$ cat config.mk
export PLATFORM = sky130hd
export DESIGN_NAME = uart_cmd_rx
export DESIGN_NICKNAME = d
export VERILOG_FILES = /design/src/rtl/uart_cmd_rx.sv
export SDC_FILE = /design/constraint.sdc
export NUM_CORES = 1
export LEC_CHECK = 0
export BUFFER_PORTS_ARGS = -buffer_cell sky130_fd_sc_hd__clkbuf_2
export CELL_PAD_IN_SITES_DETAIL_PLACEMENT = 1
export CELL_PAD_IN_SITES_GLOBAL_PLACEMENT = 1
export CORE_MARGIN = 4
export CORE_UTILIZATION = 48
export DETAILED_ROUTE_END_ITERATION = 8
export GPL_ROUTABILITY_DRIVEN = 0
export PLACE_DENSITY_LB_ADDON = 0.1
export SYNTH_ARGS = -nofsm -noshare
export SYNTH_HDL_FRONTEND = slang
export SYNTH_SLANG_ARGS = --single-unit
$ cat constraint.sdc
create_clock -name clk -period 3.84 [get_ports clk]
set_input_delay 0 -clock clk [delete_from_list [all_inputs] [get_ports clk]]
set_output_delay 0 -clock clk [all_outputs]
set_load 0.01 [all_outputs]
$ cat src/rtl/uart_cmd_rx.sv
// UART 8N1 receiver feeding a 5-byte command frame parser: 55 CMD DH DL SUM.
// rx_data_valid, cmd_valid and frame_err are single-cycle pulses with no back-pressure; a consumer must take the value on the pulse.
module uart_cmd_rx #(
    parameter int CLK_FRE      = 50,
    parameter int BAUD_RATE    = 115200,
    parameter int TIMEOUT_BITS = 20
) (
    input  logic        clk,
    input  logic        rst_n,
    input  logic        rx_pin,
    output logic [7:0]  rx_data,
    output logic        rx_data_valid,
    output logic [7:0]  cmd,
    output logic [15:0] cmd_data,
    output logic        cmd_valid,
    output logic        frame_err,
    output logic [1:0]  o_dbg_rx_state,
    output logic [2:0]  o_dbg_parse_state
);

    localparam int CYCLE   = CLK_FRE * 1000000 / BAUD_RATE;
    localparam int TIMEOUT = TIMEOUT_BITS * CYCLE;
    localparam int CW      = $clog2(CYCLE + 1);
    localparam int TW      = $clog2(TIMEOUT + 1);
    localparam logic [CW-1:0] HALF_M1 = CW'(CYCLE / 2 - 1);
    localparam logic [CW-1:0] FULL_M1 = CW'(CYCLE - 1);
    localparam logic [TW-1:0] TO_M1   = TW'(TIMEOUT - 1);

    typedef enum logic [1:0] {S_IDLE, S_START, S_DATA, S_STOP} rx_state_t;
    typedef enum logic [2:0] {P_HEAD, P_CMD, P_DH, P_DL, P_SUM} parse_state_t;

    logic            r_rx_s1, r_rx_s2, r_rx_d;
    rx_state_t       r_state;
    logic [CW-1:0]   r_cnt;
    logic [2:0]      r_bit_idx;
    logic [7:0]      r_shift;
    logic [7:0]      r_rx_data;
    logic            r_rx_valid;
    logic            r_stop_err;

    parse_state_t    r_pstate;
    logic [7:0]      r_cmd_tmp, r_dh, r_dl;
    logic [7:0]      r_cmd;
    logic [15:0]     r_cmd_data;
    logic            r_cmd_valid;
    logic            r_frame_err;
    logic [TW-1:0]   r_to_cnt;

    logic            w_fall;
    logic [7:0]      w_sum;

    assign w_fall = r_rx_d & ~r_rx_s2;
    assign w_sum  = r_cmd_tmp + r_dh + r_dl;

    // Synchronizer resets to idle-high so reset release never looks like a start edge.
    always_ff @(posedge clk or negedge rst_n) begin
        if (!rst_n) begin
            r_rx_s1 <= 1'b1;
            r_rx_s2 <= 1'b1;
            r_rx_d  <= 1'b1;
        end else begin
            r_rx_s1 <= rx_pin;
            r_rx_s2 <= r_rx_s1;
            r_rx_d  <= r_rx_s2;
        end
    end

    always_ff @(posedge clk or negedge rst_n) begin
        if (!rst_n) begin
            r_state    <= S_IDLE;
            r_cnt      <= '0;
            r_bit_idx  <= '0;
            r_shift    <= '0;
            r_rx_data  <= '0;
            r_rx_valid <= 1'b0;
            r_stop_err <= 1'b0;
        end else begin
            r_rx_valid <= 1'b0;
            r_stop_err <= 1'b0;
            case (r_state)
                S_IDLE: begin
                    if (w_fall) begin
                        r_state <= S_START;
                        r_cnt   <= '0;
                    end
                end
                S_START: begin
                    if (r_cnt == HALF_M1) begin
                        r_cnt     <= '0;
                        r_bit_idx <= '0;
                        r_state   <= r_rx_s2 ? S_IDLE : S_DATA;
                    end else begin
                        r_cnt <= r_cnt + 1'b1;
                    end
                end
                S_DATA: begin
                    if (r_cnt == FULL_M1) begin
                        r_cnt   <= '0;
                        r_shift <= {r_rx_s2, r_shift[7:1]};
                        if (r_bit_idx == 3'd7) begin
                            r_state <= S_STOP;
                        end else begin
                            r_bit_idx <= r_bit_idx + 1'b1;
                        end
                    end else begin
                        r_cnt <= r_cnt + 1'b1;
                    end
                end
                S_STOP: begin
                    // Back to idle at the stop centre so a start bit right after the stop bit is caught.
                    if (r_cnt == FULL_M1) begin
                        r_cnt   <= '0;
                        r_state <= S_IDLE;
                        if (r_rx_s2) begin
                            r_rx_data  <= r_shift;
                            r_rx_valid <= 1'b1;
                        end else begin
                            r_stop_err <= 1'b1;
                        end
                    end else begin
                        r_cnt <= r_cnt + 1'b1;
                    end
                end
                default: r_state <= S_IDLE;
            endcase
        end
    end

    // A stop-bit error wins over a same-cycle timeout; both collapse into one frame_err pulse.
    always_ff @(posedge clk or negedge rst_n) begin
        if (!rst_n) begin
            r_pstate    <= P_HEAD;
            r_cmd_tmp   <= '0;
            r_dh        <= '0;
            r_dl        <= '0;
            r_cmd       <= '0;
            r_cmd_data  <= '0;
            r_cmd_valid <= 1'b0;
            r_frame_err <= 1'b0;
            r_to_cnt    <= '0;
        end else begin
            r_cmd_valid <= 1'b0;
            r_frame_err <= 1'b0;
            if (r_stop_err) begin
                r_pstate    <= P_HEAD;
                r_frame_err <= 1'b1;
                r_to_cnt    <= '0;
            end else if (r_rx_valid) begin
                r_to_cnt <= '0;
                case (r_pstate)
                    P_HEAD: if (r_rx_data == 8'h55) r_pstate <= P_CMD;
                    P_CMD: begin
                        r_cmd_tmp <= r_rx_data;
                        r_pstate  <= P_DH;
                    end
                    P_DH: begin
                        r_dh     <= r_rx_data;
                        r_pstate <= P_DL;
                    end
                    P_DL: begin
                        r_dl     <= r_rx_data;
                        r_pstate <= P_SUM;
                    end
                    P_SUM: begin
                        r_pstate <= P_HEAD;
                        if (r_rx_data == w_sum) begin
                            r_cmd       <= r_cmd_tmp;
                            r_cmd_data  <= {r_dh, r_dl};
                            r_cmd_valid <= 1'b1;
                        end else begin
                            r_frame_err <= 1'b1;
                        end
                    end
                    default: r_pstate <= P_HEAD;
                endcase
            end else if (r_pstate != P_HEAD) begin
                if (r_to_cnt == TO_M1) begin
                    r_pstate    <= P_HEAD;
                    r_frame_err <= 1'b1;
                    r_to_cnt    <= '0;
                end else begin
                    r_to_cnt <= r_to_cnt + 1'b1;
                end
            end else begin
                r_to_cnt <= '0;
            end
        end
    end

    assign rx_data           = r_rx_data;
    assign rx_data_valid     = r_rx_valid;
    assign cmd               = r_cmd;
    assign cmd_data          = r_cmd_data;
    assign cmd_valid         = r_cmd_valid;
    assign frame_err         = r_frame_err;
    assign o_dbg_rx_state    = r_state;
    assign o_dbg_parse_state = r_pstate;

endmodule

==> Word level (Yosys, flattened, before mapping) <==
Cells that the tools add are included.
{ "word_totals": {"register_bits": 102, "in_bits": 3, "out_inout_bits": 40, "wordCells": 104} }
{ "op_classes": {"n_addsub": 5, "n_eq_ne": 20, "mux": 41, "n_bitwise": 3, "n_reduce_logical": 16} }
{ "op_table": {"columns": ["op", "count"], "rows": [
  ["2-to-1 mux 14 bit", 4],
  ["2-to-1 mux 9 bit", 3],
  ["one-hot mux 9 bit (3 select lines)", 1],
  ["2-to-1 mux 3 bit", 8],
  ["adder 8 bit", 2],
  ["2-to-1 mux 1 bit", 16],
  ["AND reduction 3 bit", 5],
  ["adder 14 x 1 -> 14 bit (second input constant)", 1],
  ["equality test 14 bit (second input constant)", 1],
  ["2-to-1 mux 2 bit", 6],
  ["inequality test 2 bit (second input constant)", 6],
  ["one-hot mux 3 bit (4 select lines)", 1],
  ["adder 9 x 1 -> 9 bit (second input constant)", 1],
  ["equality test 9 x 8 -> 1 bit (second input constant)", 1],
  ["equality test 9 bit (second input constant)", 1],
  ["nonzero test 3 bit", 3],
  ["equality test 8 x 7 -> 1 bit (second input constant)", 1],
  ["equality test 8 bit", 1],
  ["one-hot mux 2 bit (4 select lines)", 1],
  ["AND reduction 4 bit", 2],
  ["equality test 3 x 2 -> 1 bit (second input constant)", 2],
  ["equality test 3 bit (second input constant)", 2],
  ["one-hot mux 3 bit (2 select lines)", 1],
  ["AND reduction 5 bit", 1],
  ["other kinds (12)", 14]
]} }

==> Longest topological paths before layout <==
Gate-level depths: netlist of run 1.
{ "logic_depth": {"word_depth": 7, "ltp_mapped": 12, "depth_no_buf": 11} }

==> Worst setup path before layout of run 1 <==
No wires, ideal clock.
{ "synth_timing": {"path_type": "register -> register", "startpoint": "register r_cmd_tmp[1]", "endpoint": "register r_cmd_data[10] (netlist: cmd_data[10])", "setup_ns": 0.125, "arrival_ns": 3.116, "t_required_ns": 3.715, "slack_ns": 0.599, "path_stages_with_launch": 11, "synth_period_minus_slack_ns": 3.241, "cell_sequence": "dfrtp_1 -> fa_1 -> ha_1 -> fa_1 -> a21o_1 -> a21oi_1 -> o21ai_0 -> xnor2_1 -> nor4_4 -> buf_6 -> mux2_2"} }
{ "synth_between": {"elab_chain_len": 4} }
{ "synth_rtl": {"columns": ["element", "line_no", "rtl"], "rows": [
  ["from (decl)", "42", "logic [7:0] r_cmd_tmp, r_dh, r_dl;"],
  ["from (signal assigned)", "153", "r_cmd_tmp <= r_rx_data;"],
  ["adder 8 bit (2 in series)", "53", "assign w_sum = r_cmd_tmp + r_dh + r_dl;"],
  ["equality test 8 bit", "166", "if (r_rx_data == w_sum) begin"],
  ["AND reduction 4 bit (no line)", null, null],
  ["to (signal assigned)", "168", "r_cmd_data <= {r_dh, r_dl};"],
  ["to (decl)", "44", "logic [15:0] r_cmd_data;"]
]} }
Every way passes these cells.
A chain may end at the register's enable or synchronous reset.

==> Worst setup path in the final report of run 1 <==
{ "layout_timing": {"startpoint": "register r_cmd_tmp[1]", "endpoint": "register r_cmd[1] (netlist: cmd[1])"} }
{ "layout_between": {"elab_chain_len": 4} }
{ "layout_rtl": {"columns": ["element", "line_no", "rtl"], "rows": [
  ["adder 8 bit (2 in series)", "53", null],
  ["equality test 8 bit", "166", null],
  ["AND reduction 4 bit (no line)", null, null],
  ["to (signal assigned)", "167", "r_cmd <= r_cmd_tmp;"],
  ["to (decl)", "43", "logic [7:0] r_cmd;"]
]} }
Several ways; a longest one is shown, not always the timed one.

==> results.yml, run 1 <==
clock_network:
  cts_tree: "yes"
  cts.repair_timing.setup_buffer_count: 0
  root_buffer: "clkbuf_8"
  cts-buffers-inserted: 9
  clock_tree.buffer_depth: 2
  latest_clock_arrival_within_the_worst_skew_pair_ns: 0.37
  clkSlewWorstSetupHoldPaths_ns: 0.11
  holdBufCountCts: 2
  postCtsResizedCells: 0
  cts.htree.levels: 3
  clock-sinks: 102
setup_path:
  setup.worst_path.start: "r_cmd_tmp[1]$_DFFE_PN0P_"
  start_kind: "flop"
  rrSetupSlack_ns: 0.32
  worst-r2r-cell-count: 10
  timing.critical_path.arrival_ns: 3.77
  worstReg2RegStart: "r_cmd_tmp[1]$_DFFE_PN0P_"
  critical_path_class: "reg -> reg"
  crit_fanout: 24
  worstSetupEndpoint: "cmd[1]$_DFFE_PN0P_"
  critical_path_required_ns: 4.09
  critical_path.reg2reg.endpoint: "cmd[1]$_DFFE_PN0P_"
  critPathCaptureType: "flop"
global_route:
  grt_pass1_wl_mm: 16.5
  grt_start_max_net_pins: 75
  grt_util_all_layers_pct: 18.0
  grt_pass1_vias: 3296
  grt_antenna_before_repair: 0
  leftover_overflow_at_the_end_of_global_routing: 0
sta:
  holdWs_ns: 0.260
  skew_ns: 0.0154
  timing.max_slew.rel_slack_pct: 24.2
  grt_setup_unrepaired: "false"
  minimum_clock_period_ns: 3.52
  hold_viol_final: 0
  max_slew.worst_pin.slew_ns: 1.13
  max_freq_ghz: 0.284
  slew_viol_final: 0
  period_share_pct: 91.7
  finalSetupTns_ns: 0
  setup-violations-final: 0
synthesis:
  synth_most_common_cell: "dfrtp_1"
  yosysSeqAreaShare_pct: 54.2
  post_synth_inst_count: 378
  total_nets_after_synthesis: 401
  yosysTopAreaCell: "dfrtp_1"
  synth_top_cells_by_area: "dfrtp_1 (53%), mux2_2 (15%), fa_1 (3.4%)"
  synth_warnings: 0
  synth_cell_types: 40
  yosys-top-cells-count: "dfrtp_1 (99), mux2_2 (61), nor2_1 (30)"
  synth_top_area_share_pct: 52.6
  synth_edf_count: 0
  ys_ff_latch: 102
  synth.cell_area_sq_um: 4710
  syn-mean-instance-area_sq_um: 12.5
  synth-main-ff-cell: "dfrtp_1"
  synth_async_sr_flop_share_pct: 100
final_layout:
  finish.net_count: 452
  synth_to_final_area_change_pct: 12.1
  final_layout_size_suffix_gt1_share_pct: 30.0
  antenna_cells: 0
detailed_routing:
  drt_first_iter_violations: 51
  drt_antenna_net_count: 0
  route.vias.total: 3006
  avgViaCountPerCell: 5.34
  drc_errors: 0
  routedWlPerCell_microns: 17.0
  drtPass1Iterations: 4
  postRouteWirelength_mm: 9.60
floorplanning:
  row_cnt: 35
  ios: 43
  floorplan.die.width_microns: 107
  die_h_microns: 107
  core_region_area_sq_um: 9420
  start_util_pct: 50.0
  fp.dieArea_sq_um: 11500
placed_design:
  place.detailed.hpwl_mm: 6.85
  io_buffer_count: 42
power:
  total_power_mw: 1.94
  internal-power_mw: 1.40
  irDropWorstVdd_v: 0.000196
  power_switching_share_pct: 28.0
  power_frac_seq_pct: 57.9
  leakage_power_figure_nw: 2.61
  power_switching_mw: 0.544
  fraction_of_power_consumed_by_combinational_cells_pct: 7.6
  clockPowerShare_pct: 34.6
  power.density_nw_per_um2: 368
outcome:
  run_status: "finished, final reports clean"
hold_path:
  worstHoldPathCells: 2
  timing.hold.worst.class: "in -> reg"
run:
  max_cap_viol_count: 0
-- metal layers --
metal / GRT usage, % / vias up / wire (microns)
met5: 0 / - / 0
met4: 5.66 / 0 / 115
met1: 24.9 / 1518 / 4530
met2: 29.1 / 48 / 4670
met3: 3.19 / 9 / 287
li1: - / 1431 / -
-- power groups by stage --
stage                     Combinational (mW)  Sequential, mW  Clock [mW]
after detailed placement               0.150            1.14           0
after global routing                   0.174            1.13       0.739
final                                  0.147            1.12       0.672
after floorplan                       0.0921            1.14           0
after global placement                 0.141            1.14           0
after CTS                              0.153            1.12       0.696
-- layout by cell type (no fill, tap or decap), drive strengths merged, types with 4 or more instances in the layout --
cell type and n:
nor3 7, nor4bb 4, nand4 4, ha 12
buf 4, xnor2 16, dfrtp 99, nand2b 5
o31ai 4, clkbuf 50, o21ai 18, nor2 30
a21oi 6, fa 8, nor4 6, nor2b 6
nand2 22, xor2 13, nand3 17, inv 13
mux2 62
-- kinds of logic (layout without fill, tap and decap cells) --
logic type	after synthesis	count (layout)	synth area share, %
mux	62	62	14.8
compound gates	37	37	4.83
fa+ha+maj	20	20	6.59
buf+inv	16	72	1.65
simple gates	112	112	12.5
xor+xnor	29	29	5.39
flops	102	102	54.2
-- stage by stage --
step           instance area [sq um]  util, %  setup slack [ns]  cells
2_1_floorplan                   4710        -             0.599    378
3_3_place_gp                    5060     53.8             0.484    545
3_5_place_dp                    5060     53.8             0.296    545
4_1_cts                         5280     56.1             0.279    563
5_1_grt                         5280     56.1             0.111    563
6_report                        5280     56.1             0.320    563
-- flip-flops by register name, indices dropped and copies added (netlist names), 3 cells and up, named ones only --
register           flops
r_cnt                  9
cmd                    8
r_dl                   8
r_dh                   8
o_dbg_parse_state      3
r_shift                8
rx_data                8
r_to_cnt              14
cmd_data              16
r_cmd_tmp              8
r_bit_idx              3
-- worst max-delay path, stage by stage (launching register included) --
cell,delay (ns)
dfrtp_1,0.43
fa_1,0.50
ha_1,0.25
fa_1,0.41
a21o_1,0.19
a21oi_1,0.24
o21ai_0,0.17
xnor2_1,0.21
nor4_4,0.27
buf_4,0.35
mux2_2,0.38
-- layout make-up --
cell class                 instances  area (sq um)
clock buffer                       9           124
clock inverter                     7          73.8
fill                            1024          4130
inverter                           9          33.8
multi-input combinational        260          2080
sequential                       102          2560
tap                              129           161
timing repair buffer              47           255
-- how the worst min path moves through the flow --
stage,from,end
after detailed placement,rx_pin,r_rx_s1$_DFF_PN1_
after global placement,rx_pin,r_rx_s1$_DFF_PN1_
after CTS,rx_pin,r_rx_s1$_DFF_PN1_
final,rx_pin,r_rx_s1$_DFF_PN1_
after global routing,rx_pin,r_rx_s1$_DFF_PN1_
after floorplan,rst_n,asynchronous set/reset pin
Note: power is estimated with default switching activity, not from simulation.
==> run 2: changes to the inputs <==
==> constraint.sdc (replaced) <==
create_clock -name clk -period 3.61 [get_ports clk]
set_input_delay 0 -clock clk [delete_from_list [all_inputs] [get_ports clk]]
set_output_delay 0 -clock clk [all_outputs]
set_load 0.01 [all_outputs]
==> run 2 against run 1 <==
- core utilization up 0.31 points
- cell area rose by 0.54%
- highest routed layer unchanged
- non-clock buffer count up 1
- worst hold slack better by 0.0067 ns
- die area stayed put
- largest power group unchanged
- clock power is 15% higher
- wire length grew 0.19%
- sequential share of layout area shrank 0.26 points
==> results.yml, run 2 (synthesis results as in run 1) <==
setup_path:
  worst-r2r-cell-count: 10
  timing.critical_path.arrival_ns: 3.74
  start_kind: "flop"
  rrSetupSlack_ns: 0.13
  critical_path_required_ns: 3.87
  crit_fanout: 17
  critical_path_class: "reg -> reg"
  critPathCaptureType: "flop"
placed_design:
  place.detailed.hpwl_mm: 6.81
  io_buffer_count: 42
sta:
  hold_viol_final: 0
  skew_ns: 0.0162
  timing.max_slew.rel_slack_pct: 17.7
  minimum_clock_period_ns: 3.48
  holdWs_ns: 0.266
  slew_viol_final: 0
  grt_setup_unrepaired: "false"
  max_slew.worst_pin.slew_ns: 1.23
  setup-violations-final: 0
  period_share_pct: 96.5
  max_freq_ghz: 0.287
  finalSetupTns_ns: 0
final_layout:
  final_util_pct: 56.4
  most-common-layout-cells: "dfrtp_1 (99), mux2_2 (61), clkbuf_2 (41), nor2_1 (30), nand2_1 (22)"
  fill_cells: 999
  finish.net_count: 453
  largest_register_ff_count: 16
  most_common_library_cell_in_the_layout_ignoring_fill_and_taps: "dfrtp_1"
  synth_to_final_area_change_pct: 12.7
  final_layout_size_suffix_gt1_share_pct: 30.1
  antenna_cells: 0
floorplanning:
  ios: 43
  fp.dieArea_sq_um: 11500
  core_region_area_sq_um: 9420
  die_h_microns: 107
  row_cnt: 35
  start_util_pct: 50.0
  floorplan.die.width_microns: 107
power:
  irDropWorstVdd_v: 0.000240
  leakage_power_figure_nw: 2.62
  power.density_nw_per_um2: 400
detailed_routing:
  routedWlPerCell_microns: 17.0
  drtPass1Iterations: 4
  route.vias.total: 3032
  postRouteWirelength_mm: 9.62
  drt_first_iter_violations: 84
  avgViaCountPerCell: 5.38
  drt_antenna_net_count: 0
  drc_errors: 0
hold_path:
  worstHoldPathCells: 2
  timing.hold.worst.class: "in -> reg"
clock_network:
  cts.htree.levels: 3
  cts-buffers-inserted: 9
  clock_tree.buffer_depth: 2
  root_buffer: "clkbuf_8"
  cts_tree: "yes"
  clkSlewWorstSetupHoldPaths_ns: 0.11
  clock-sinks: 102
  latest_clock_arrival_within_the_worst_skew_pair_ns: 0.37
run:
  max_cap_viol_count: 0
outcome:
  run_status: "finished, final reports clean"
global_route:
  grt_antenna_before_repair: 0
  grt_pass1_vias: 3255
  grt_start_max_net_pins: 75
  leftover_overflow_at_the_end_of_global_routing: 0
  grt_pass1_wl_mm: 16.8
  grt_util_all_layers_pct: 18.5
==> run 2: cell count changes in the layout (fill, tap and decap cells not counted) <==
cell	change
buf_6	+1
bufinv_16	+1
clkinv_4	-1
clkinvlp_4	+1
inv_8	-1
==> run 2: worst paths after layout <==
check                                              start                        to
worst max register to register  r_cmd_tmp[1]$_DFFE_PN0P_        cmd[6]$_DFFE_PN0P_
max in group asynchronous                          rst_n  r_cmd_tmp[0]$_DFFE_PN0P_
worst max-delay path            r_cmd_tmp[1]$_DFFE_PN0P_        cmd[6]$_DFFE_PN0P_
worst min-delay path                              rx_pin         r_rx_s1$_DFF_PN1_
worst min register to register         r_rx_s1$_DFF_PN1_         r_rx_s2$_DFF_PN1_
min in group asynchronous                          rst_n    r_to_cnt[13]$_DFF_PN0_
==> run 2: cell type report <==
type | instances | area [sq um] | area share (%)
Clock buffer | 9 | 124 | 2.33
Sequential cell | 102 | 2560 | 48.1
Tap cell | 129 | 161 | 3.04
Clock inverter | 7 | 91.3 | 1.72
Multi-Input combinational cell | 260 | 2080 | 39.1
Timing Repair Buffer | 48 | 267 | 5.02
Inverter | 9 | 33.8 | 0.636
==> run 2: metal layers <==
layer / share of wire, % / vias to the layer above / wire, microns / track usage [%]
li1: - / 1420 / - / -
met1: 48 / 1546 / 4650 / 26.0
met2: 47 / 54 / 4550 / 29.1
met3: 2.9 / 12 / 277 / 3.19
met4: 1.4 / 0 / 134 / 6.03
met5: 0 / - / 0 / 0
==> run 2: report_power, final <==
group	internal (mW)	leakage, nW	switching [mW]
combinational	0.0491	1.10	0.108
sequential	1.16	1.41	0.0316
clock	0.338	0.105	0.434
total	1.55	2.62	0.574
==> run 2: critical path: stages (launching register included) <==
cell and delay, ns:
dfrtp_1 0.43, fa_1 0.50, ha_1 0.25, fa_1 0.43, a21o_1 0.20, a21oi_1 0.22, o21ai_0 0.17, xnor2_1 0.23
nor4_4 0.34, buf_6 0.24, mux2_2 0.36
==> run 2: stage by stage <==
stage               worst slack (ns)  area [sq um]  std cells  power, mW
finish                         0.127          5310        564       2.12
CTS                           0.0709          5310        564       2.16
global route                  0.0212          5310        564       2.24
global placement               0.304          5070        546       1.37
detailed placement             0.134          5070        546       1.38
floorplan                      0.369          4710        378       1.31
==> run 2: timing repair <==
action / 4_1_cts / 5_1_grt
endpoints found under the setup margin: 0 / 13
setup buffers: 0 / 0
gates resized for setup: 0 / 1
endpoints found under the hold margin: 71 / 0
hold buffers: 2 / 0
